$ cat src/rtl/benes_ctrl_sequencer_pkg.sv
// Shared types and constants for the Benes network control sequencer.
package benes_ctrl_sequencer_pkg;

  localparam int DEF_NUM_STAGES         = 9;
  localparam int DEF_SWITCHES_PER_STAGE = 16;

  // Switch settings for one stage (bit k = switch k, 1 = cross) and a full bank.
  typedef logic [DEF_SWITCHES_PER_STAGE-1:0] stage_set_t;
  typedef stage_set_t [DEF_NUM_STAGES-1:0]   bank_t;

  // Sequencer states: EMPTY -> LOAD -> FULL -> DRAIN -> EMPTY.
  typedef enum logic [1:0] {
    EMPTY = 2'd0,
    LOAD  = 2'd1,
    FULL  = 2'd2,
    DRAIN = 2'd3
  } seq_state_e;

  // Width of a counter able to index n items (never narrower than one bit).
  function automatic int cnt_w(input int n);
    return (n > 1) ? $clog2(n) : 1;
  endfunction

endpackage

$ cat src/rtl/benes_ctrl_sequencer_if.sv
// Config stream, data-valid and switch-setting bundle of the control sequencer.
//
// Handshake: a config beat transfers on a rising edge where CFG_VALID and
// CFG_READY are both high. CFG_DATA must be stable while CFG_VALID is high;
// CFG_READY does not depend combinationally on CFG_VALID. CFG_COMMIT is a
// single-cycle pulse outside the valid/ready handshake.
interface benes_ctrl_sequencer_if #(
  parameter int NUM_STAGES         = 9,
  parameter int SWITCHES_PER_STAGE = 16
);

  logic                                          CFG_VALID;
  logic                                          CFG_READY;
  logic [SWITCHES_PER_STAGE-1:0]                 CFG_DATA;
  logic                                          CFG_COMMIT;
  logic                                          CFG_ERR;
  logic                                          I_VALID;
  logic [NUM_STAGES-1:0]                         O_STAGE_VALID;
  logic [NUM_STAGES-1:0][SWITCHES_PER_STAGE-1:0] O_SWITCH_SET;
  logic                                          O_BUSY;

  // Config source / data front end.
  modport master (
    output CFG_VALID, CFG_DATA, CFG_COMMIT, I_VALID,
    input  CFG_READY, CFG_ERR, O_STAGE_VALID, O_SWITCH_SET, O_BUSY
  );

  // The sequencer itself.
  modport slave (
    input  CFG_VALID, CFG_DATA, CFG_COMMIT, I_VALID,
    output CFG_READY, CFG_ERR, O_STAGE_VALID, O_SWITCH_SET, O_BUSY
  );

endinterface

$ cat src/rtl/benes_ctrl_sequencer_skew_pipe.sv
// NUM_STAGES-deep 1-bit shift register exposing every tap. With COMB_HEAD set,
// tap 0 is the input itself and taps 1.. are registered copies; otherwise
// tap 0 is already one register behind the input.
module benes_skew_pipe #(
  parameter int NUM_STAGES = 9,
  parameter bit COMB_HEAD  = 1'b0
) (
  input  logic                  clk,
  input  logic                  rst,
  input  logic                  i_d,
  output logic [NUM_STAGES-1:0] o_taps
);

  logic [NUM_STAGES-1:0] w_taps;

  for (genvar s = 0; s < NUM_STAGES; s++) begin : g_stage
    if (s == 0 && COMB_HEAD) begin : g_comb
      assign w_taps[s] = i_d;
    end else begin : g_reg
      logic r_q;
      logic w_src;

      if (s == 0) begin : g_src_in
        assign w_src = i_d;
      end else begin : g_src_prev
        assign w_src = w_taps[s-1];
      end

      // Shift one stage per clock; reset empties the pipe.
      always_ff @(posedge clk) begin
        if (rst) r_q <= 1'b0;
        else     r_q <= w_src;
      end

      assign w_taps[s] = r_q;
    end
  end

  assign o_taps = w_taps;

endmodule

$ cat src/rtl/benes_ctrl_sequencer.sv
// Control sequencer for the packed Benes network: loads per-stage switch
// settings into a shadow bank, swaps it to active on commit, and skews the
// bank select one stage per cycle so every data word sees a single setting.
module benes_ctrl_sequencer
  import benes_ctrl_sequencer_pkg::*;
#(
  parameter int NUM_STAGES         = DEF_NUM_STAGES,
  parameter int SWITCHES_PER_STAGE = DEF_SWITCHES_PER_STAGE
) (
  input  logic                         clk,
  input  logic                         rst,
  benes_ctrl_sequencer_if.slave        i_bus,
  output seq_state_e                   o_dbg_state
);

  localparam int               CNT_W      = cnt_w(NUM_STAGES);
  localparam logic [CNT_W-1:0] LAST_BEAT  = CNT_W'(NUM_STAGES - 1);
  localparam logic [CNT_W-1:0] LAST_DRAIN = CNT_W'((NUM_STAGES > 1) ? NUM_STAGES - 2 : 0);

  // Two banks; the one not selected by r_active_bank is the shadow being loaded.
  logic [1:0][NUM_STAGES-1:0][SWITCHES_PER_STAGE-1:0] r_bank;

  seq_state_e       r_state;
  logic [CNT_W-1:0] r_beat_cnt;
  logic [CNT_W-1:0] r_drain_cnt;
  logic             r_active_bank;
  logic             r_cfg_ready;
  logic             r_cfg_err;
  logic             r_busy;

  logic                                          w_cfg_accept;
  logic                                          w_commit_ok;
  logic                                          w_active_next;
  logic [NUM_STAGES-1:0]                         w_sel;
  logic [NUM_STAGES-1:0]                         w_stage_valid;
  logic [NUM_STAGES-1:0][SWITCHES_PER_STAGE-1:0] w_switch_set;

  assign w_cfg_accept  = i_bus.CFG_VALID && r_cfg_ready;
  assign w_commit_ok   = i_bus.CFG_COMMIT && (r_state == FULL);
  assign w_active_next = r_active_bank ^ w_commit_ok;

  // Sequencer FSM: load beats, wait for commit, hold off reloads while draining.
  always_ff @(posedge clk) begin
    if (rst) begin
      r_state       <= EMPTY;
      r_beat_cnt    <= '0;
      r_drain_cnt   <= '0;
      r_active_bank <= 1'b0;
      r_cfg_ready   <= 1'b1;
      r_cfg_err     <= 1'b0;
      r_busy        <= 1'b0;
    end else begin
      // Any commit outside FULL is rejected and flagged one cycle later.
      r_cfg_err <= i_bus.CFG_COMMIT && (r_state != FULL);
      case (r_state)
        EMPTY, LOAD: begin
          if (w_cfg_accept) begin
            if (r_beat_cnt == LAST_BEAT) begin
              r_state     <= FULL;
              r_beat_cnt  <= '0;
              r_cfg_ready <= 1'b0;
            end else begin
              r_state    <= LOAD;
              r_beat_cnt <= r_beat_cnt + 1'b1;
            end
          end
        end
        FULL: begin
          if (i_bus.CFG_COMMIT) begin
            r_active_bank <= ~r_active_bank;
            r_drain_cnt   <= '0;
            if (NUM_STAGES > 1) begin
              r_state <= DRAIN;
              r_busy  <= 1'b1;
            end else begin
              r_state     <= EMPTY;
              r_cfg_ready <= 1'b1;
            end
          end
        end
        DRAIN: begin
          // Stay until the last stage has switched over to the new bank.
          if (r_drain_cnt == LAST_DRAIN) begin
            r_state     <= EMPTY;
            r_busy      <= 1'b0;
            r_cfg_ready <= 1'b1;
          end else begin
            r_drain_cnt <= r_drain_cnt + 1'b1;
          end
        end
        default: begin
          r_state     <= EMPTY;
          r_cfg_ready <= 1'b1;
          r_busy      <= 1'b0;
        end
      endcase
    end
  end

  // Accepted beat n lands in stage n of the shadow bank.
  always_ff @(posedge clk) begin
    if (rst) begin
      r_bank <= '0;
    end else if (w_cfg_accept) begin
      r_bank[~r_active_bank][r_beat_cnt] <= i_bus.CFG_DATA;
    end
  end

  // Bank select follows the data wavefront: stage s switches s cycles after stage 0.
  benes_skew_pipe #(
    .NUM_STAGES (NUM_STAGES),
    .COMB_HEAD  (1'b0)
  ) u_sel_pipe (
    .clk    (clk),
    .rst    (rst),
    .i_d    (w_active_next),
    .o_taps (w_sel)
  );

  // Word-valid tracking, stage 0 is the live input.
  benes_skew_pipe #(
    .NUM_STAGES (NUM_STAGES),
    .COMB_HEAD  (1'b1)
  ) u_valid_pipe (
    .clk    (clk),
    .rst    (rst),
    .i_d    (i_bus.I_VALID),
    .o_taps (w_stage_valid)
  );

  // Each stage reads its own row from whichever bank its skewed select names.
  always_comb begin
    w_switch_set = '0;
    for (int s = 0; s < NUM_STAGES; s++) begin
      w_switch_set[s] = r_bank[w_sel[s]][s];
    end
  end

  assign i_bus.CFG_READY     = r_cfg_ready;
  assign i_bus.CFG_ERR       = r_cfg_err;
  assign i_bus.O_BUSY        = r_busy;
  assign i_bus.O_STAGE_VALID = w_stage_valid;
  assign i_bus.O_SWITCH_SET  = w_switch_set;
  assign o_dbg_state         = r_state;

endmodule

$ cat src/flat_wrapper.sv
// flat-port wrapper written by rule: the top's interface ports become plain ports
module benes_ctrl_sequencer_flat import benes_ctrl_sequencer_pkg::*;
#(
  parameter int NUM_STAGES         = DEF_NUM_STAGES,
  parameter int SWITCHES_PER_STAGE = DEF_SWITCHES_PER_STAGE
)
  (clk, rst, o_dbg_state, i_bus_CFG_VALID, i_bus_CFG_DATA, i_bus_CFG_COMMIT, i_bus_I_VALID, i_bus_CFG_READY, i_bus_CFG_ERR, i_bus_O_STAGE_VALID, i_bus_O_SWITCH_SET, i_bus_O_BUSY);
  benes_ctrl_sequencer_if #(.NUM_STAGES(NUM_STAGES), .SWITCHES_PER_STAGE(SWITCHES_PER_STAGE)) i_bus_i ();
  input  logic clk;
  input  logic rst;
  output seq_state_e o_dbg_state;
  input wire logic [$bits(i_bus_i.CFG_VALID)-1:0] i_bus_CFG_VALID;
  input wire logic [$bits(i_bus_i.CFG_DATA)-1:0] i_bus_CFG_DATA;
  input wire logic [$bits(i_bus_i.CFG_COMMIT)-1:0] i_bus_CFG_COMMIT;
  input wire logic [$bits(i_bus_i.I_VALID)-1:0] i_bus_I_VALID;
  output wire logic [$bits(i_bus_i.CFG_READY)-1:0] i_bus_CFG_READY;
  output wire logic [$bits(i_bus_i.CFG_ERR)-1:0] i_bus_CFG_ERR;
  output wire logic [$bits(i_bus_i.O_STAGE_VALID)-1:0] i_bus_O_STAGE_VALID;
  output wire logic [$bits(i_bus_i.O_SWITCH_SET)-1:0] i_bus_O_SWITCH_SET;
  output wire logic [$bits(i_bus_i.O_BUSY)-1:0] i_bus_O_BUSY;
  assign i_bus_i.CFG_VALID = i_bus_CFG_VALID;
  assign i_bus_i.CFG_DATA = i_bus_CFG_DATA;
  assign i_bus_i.CFG_COMMIT = i_bus_CFG_COMMIT;
  assign i_bus_i.I_VALID = i_bus_I_VALID;
  assign i_bus_CFG_READY = i_bus_i.CFG_READY;
  assign i_bus_CFG_ERR = i_bus_i.CFG_ERR;
  assign i_bus_O_STAGE_VALID = i_bus_i.O_STAGE_VALID;
  assign i_bus_O_SWITCH_SET = i_bus_i.O_SWITCH_SET;
  assign i_bus_O_BUSY = i_bus_i.O_BUSY;
  benes_ctrl_sequencer #(.NUM_STAGES(NUM_STAGES), .SWITCHES_PER_STAGE(SWITCHES_PER_STAGE)) u_core (.clk(clk), .rst(rst), .i_bus(i_bus_i), .o_dbg_state(o_dbg_state));
endmodule
$ cat config.mk
export PLATFORM = sky130hd
export DESIGN_NAME = benes_ctrl_sequencer_flat
export DESIGN_NICKNAME = d
export VERILOG_FILES = /design/src/rtl/benes_ctrl_sequencer_pkg.sv /design/src/rtl/benes_ctrl_sequencer_if.sv /design/src/rtl/benes_ctrl_sequencer_skew_pipe.sv /design/src/rtl/benes_ctrl_sequencer.sv /design/src/flat_wrapper.sv
export SDC_FILE = /design/constraint.sdc
export NUM_CORES = 1
export LEC_CHECK = 0
export BUFFER_PORTS_ARGS = -buffer_cell sky130_fd_sc_hd__buf_2
export CAP_MARGIN = 40
export CORE_MARGIN = 10
export CORE_UTILIZATION = 40
export CTS_CLUSTER_DIAMETER = 80
export DETAILED_ROUTE_END_ITERATION = 8
export GPL_TIMING_DRIVEN = 0
export HOLD_SLACK_MARGIN = 0.15
export PLACE_DENSITY = 0.56
export RECOVER_POWER = 50
export SYNTH_ARGS = -nofsm -noshare
export SYNTH_HDL_FRONTEND = slang
export SYNTH_SLANG_ARGS = --single-unit
$ cat constraint.sdc
create_clock -name clk -period 1.9 [get_ports clk]
set_clock_uncertainty 0.15 [all_clocks]
set_input_delay 0.095 -clock clk [delete_from_list [all_inputs] [get_ports clk]]
set_output_delay 0.095 -clock clk [all_outputs]
set_load 0.05 [all_outputs]
==> impl_metrics.yaml <==
status:
  status: "complete, no violations"
floorplan:
  die_h_um: 209.1
  coreArea_um2: 35400
  die_area_um2: 43710
  die_w_um: 209.1
  top_level_ports: 179
  initial_core_util: 0.4040
  fp-row-count: 69
drt:
  dr.pass1.iters: 5
  post_drt_wl_per_cell_um: 23.10
  vias_per_cell: 5.723
  drc_errors: 0
  drtAntennaViolNets: 0
  finalWirelength_um: 54660
  vias: 13540
  drtIter0Drc: 1479
grt:
  grt_pass1_vias: 13030
  antenna_found_initial: 0
  grt_pass1_wl_um: 81650
  grt_start_max_net_pins: 13
  grt.total_usage: 0.2368
  gr-total-overflow: 0
setup_path:
  crit_top_cell: "buf_4"
  worstPathArrival_ns: 1.65
  crit_family: "flip-flops"
  worstSetupPathType: "reg2out"
  crit_chain: "buf_4, mux2_2, buf_4"
  worst_setup_path_end_kind: "primary output"
  cp_slowest_cell: "dfxtp_4"
  critPathBufInv: 2
  cp.required_ns: 1.65
  critPathMaxFanout: 3
  startpoint_type: "register"
  slowest_delay_ns: 0.40
logic_synthesis:
  yosysTopAreaCell: "dfxtp_1"
  synthArstFlopShare: 0
  synthAdderAreaFrac: 0.004375
  synthTopCellsByArea: "dfxtp_1, mux2_2, a21oi_1"
  mappedNetlistArea_um2: 14300
  seq_area_frac_synth: 0.4466
  yosys_most_used_dff: "dfxtp_1"
  synth-simple-area-share: 0.1466
  synthCells: 1630
  synth_edf_count: 0
  synth.area.mux_share: 0.1358
  ys_types: 46
  synth-seq-cells: 319
  syn_avg_cell_area_um2: 8.773
  synth_top_family_by_area: "compound AO/OA/AOI/OAI gates"
  synth-compound-area-share: 0.1892
  synth_xor_area_frac: 0.0006125
  yosysWarnings: 0
  synth_top_area_share: 0.4466
  synth.net_count: 1656
pwr:
  power_switching_share: 0.2554
  pwr-share-clk: 0.467
  p_total_mw: 15.24
  p_leak_nw: 6.867
  power.density_nw_per_um2: 848.2
  p_seq_frac: 0.446
  internal_power_mw: 11.35
  pwr-share-comb: 0.087
  p_switching_mw: 3.893
  vdd_drop_max_mv: 0.6183
clock_tree:
  cts.sinks: 319
  cts_max_level: 2
  numCtsBuffers: 37
  cts_buffer_depth: 3
  insertion_delay_ns: 0.52
  tritoncts: "built"
  cts_root_buf: "clkbuf_16"
  cts.reportedPaths.clkPinSlew_ns: 0.06
sta:
  min_period_ns: 1.894
  fmax_mhz: 528.0
  tightest_slew_ns: 0.9585
  layout_setup_ws_ns: 0.005900
  whs_ns: 0.2173
  layout_worst_path_cycle_share: 0.9969
  setup_viol: 0
  finalHoldViolCount: 0
  final.setup.tns_ns: 0
  drv_slew: 0
  slew-limit-headroom: 0.3610
final_layout:
  design_area_um2: 17970
  n_antenna_cell: 0
  drive_above_1_share: 0.2934
  syn2layout_area_growth_pct: 25.68
  fillers: 3398
  fin_nets: 1905
placement:
  port_buffers: 161
  dp_slack_ns: -0.4972
  gp_congestion: 0.8679
  dpl.hpwl_um: 38140
  placed_cell_area_um2: 15870
job:
  drv_cap: 0
hold_path:
  hold_class: "in2reg"
## metal layers
| metal | global-route usage | wire length, um | share of wire | vias to the layer above |
|---|---|---|---|---|
| met5 | 0 | 0 | 0 | - |
| met4 | 0.07641 | 1684 | 0.031 | 0 |
| met3 | 0.04742 | 4219 | 0.077 | 112 |
| met2 | 0.3823 | 25460 | 0.47 | 553 |
| met1 | 0.3103 | 23300 | 0.43 | 6580 |
| li1 | - | - | - | 6296 |
## synth_stat cells, types with 9 or more instances
cell / n
dfxtp_1: 319
o21ai_1: 22
nand3_1: 260
clkbuf_1: 113
buf_1: 9
a21oi_1: 265
buf_2: 50
nor2b_1: 19
buf_4: 22
nand2b_1: 50
buf_6: 18
o21ai_0: 237
mux2_2: 144
nand2_1: 9
mux2i_1: 32
## cells by family (layout without fill, tap and decap cells)
kind of cell | Yosys count | count (layout)
mux | 176 | 176
compound gates | 534 | 534
fa+ha+maj | 5 | 5
flops | 319 | 319
buf+inv | 218 | 493
xor+xnor | 1 | 1
simple gates | 377 | 377
## placed cells by master, fill, tap and decap left out, types with 13 or more instances in the layout
cell type	instances
dfxtp_1	306
a21oi_1	264
nand3_1	260
o21ai_0	230
mux2_2	140
buf_2	114
clkbuf_1	86
buf_4	73
clkbuf_2	56
buf_6	50
nand2b_1	50
clkbuf_16	39
mux2i_1	31
o21ai_1	29
dlygate4sd3_1	21
nor2b_1	19
clkbuf_4	14
buf_8	13
## flip-flops by register name (all words and copies together) (netlist names)
name	flops
u_core.r_bank	288
u_core.u_sel_pipe.g_stage.g_reg.r_q	9
u_core.r_beat_cnt	4
u_core.o_dbg_state	2
u_core.i_bus.CFG_READY	1
u_core.i_bus.O_BUSY	1
u_core.u_valid_pipe.g_stage.g_reg.r_q	8
u_core.r_drain_cnt	4
u_core.i_bus.CFG_ERR	1
u_core.r_active_bank	1
## timing repair
action / CTS / global route
resized for setup: 116 / 167
hold endpoints to repair: 161 / 0
cloned: 1 / 0
buffers inserted: 18 / 5
hold buffers: 22 / 0
setup endpoints to repair: 404 / 317
pin swaps: 1 / 2
## final cells by class
| type | instances | area (um^2) | area share |
|---|---|---|---|
| Tap cell | 461 | 576.8 | 0.03209 |
| Clock buffer | 57 | 1134 | 0.06307 |
| Inverter | 5 | 18.77 | 0.001044 |
| Sequential cell | 319 | 6425 | 0.3575 |
| Multi-Input combinational cell | 1093 | 6880 | 0.3828 |
| Buffer | 202 | 1244 | 0.06920 |
| Timing Repair Buffer | 221 | 1625 | 0.09043 |
| Clock inverter | 8 | 68.82 | 0.003829 |
## stage by stage
stage / cells / util
2_1_floorplan: 1630 / -
3_3_place_gp: 2252 / 0.4431
3_5_place_dp: 2267 / 0.4483
4_1_cts: 2364 / 0.5013
5_1_grt: 2366 / 0.5077
6_report: 2366 / 0.5077
## power groups by stage
stage	Clock [mW]	Sequential [mW]	Combinational [mW]
floorplan	0	6.97	0.694
CTS	7.18	6.80	1.27
finish	7.12	6.80	1.33
global route	7.45	6.81	1.39
detailed placement	0	6.96	1.21
global placement	0	6.95	1.17
## path summary, 6_finish.rpt
check        slack, ns                                                start  cells past startpoint                                                  end
max              0.006    u_core.u_sel_pipe.g_stage[7].g_reg.r_q$_SDFF_PP0_                      3                              i_bus_O_SWITCH_SET[127]
min               0.22                                        i_bus_I_VALID                      3  u_core.u_valid_pipe.g_stage[1].g_reg.r_q$_SDFF_PP0_
max reg2reg       0.05                    u_core.r_beat_cnt[0]$_SDFFE_PP0P_                      7                      u_core.r_bank[177]$_SDFFE_PP0P_
min reg2reg       0.30  u_core.u_valid_pipe.g_stage[7].g_reg.r_q$_SDFF_PP0_                      1  u_core.u_valid_pipe.g_stage[8].g_reg.r_q$_SDFF_PP0_
## worst reg2reg max path: stages, from the launching register on
cell and delay, ns:
dfxtp_2 0.34, inv_2 0.10, ha_1 0.24, and2_1 0.16
clkbuf_4 0.22, clkbuf_2 0.30, nand3_1 0.11, a21oi_1 0.17
(Power assumes the default switching activity.)
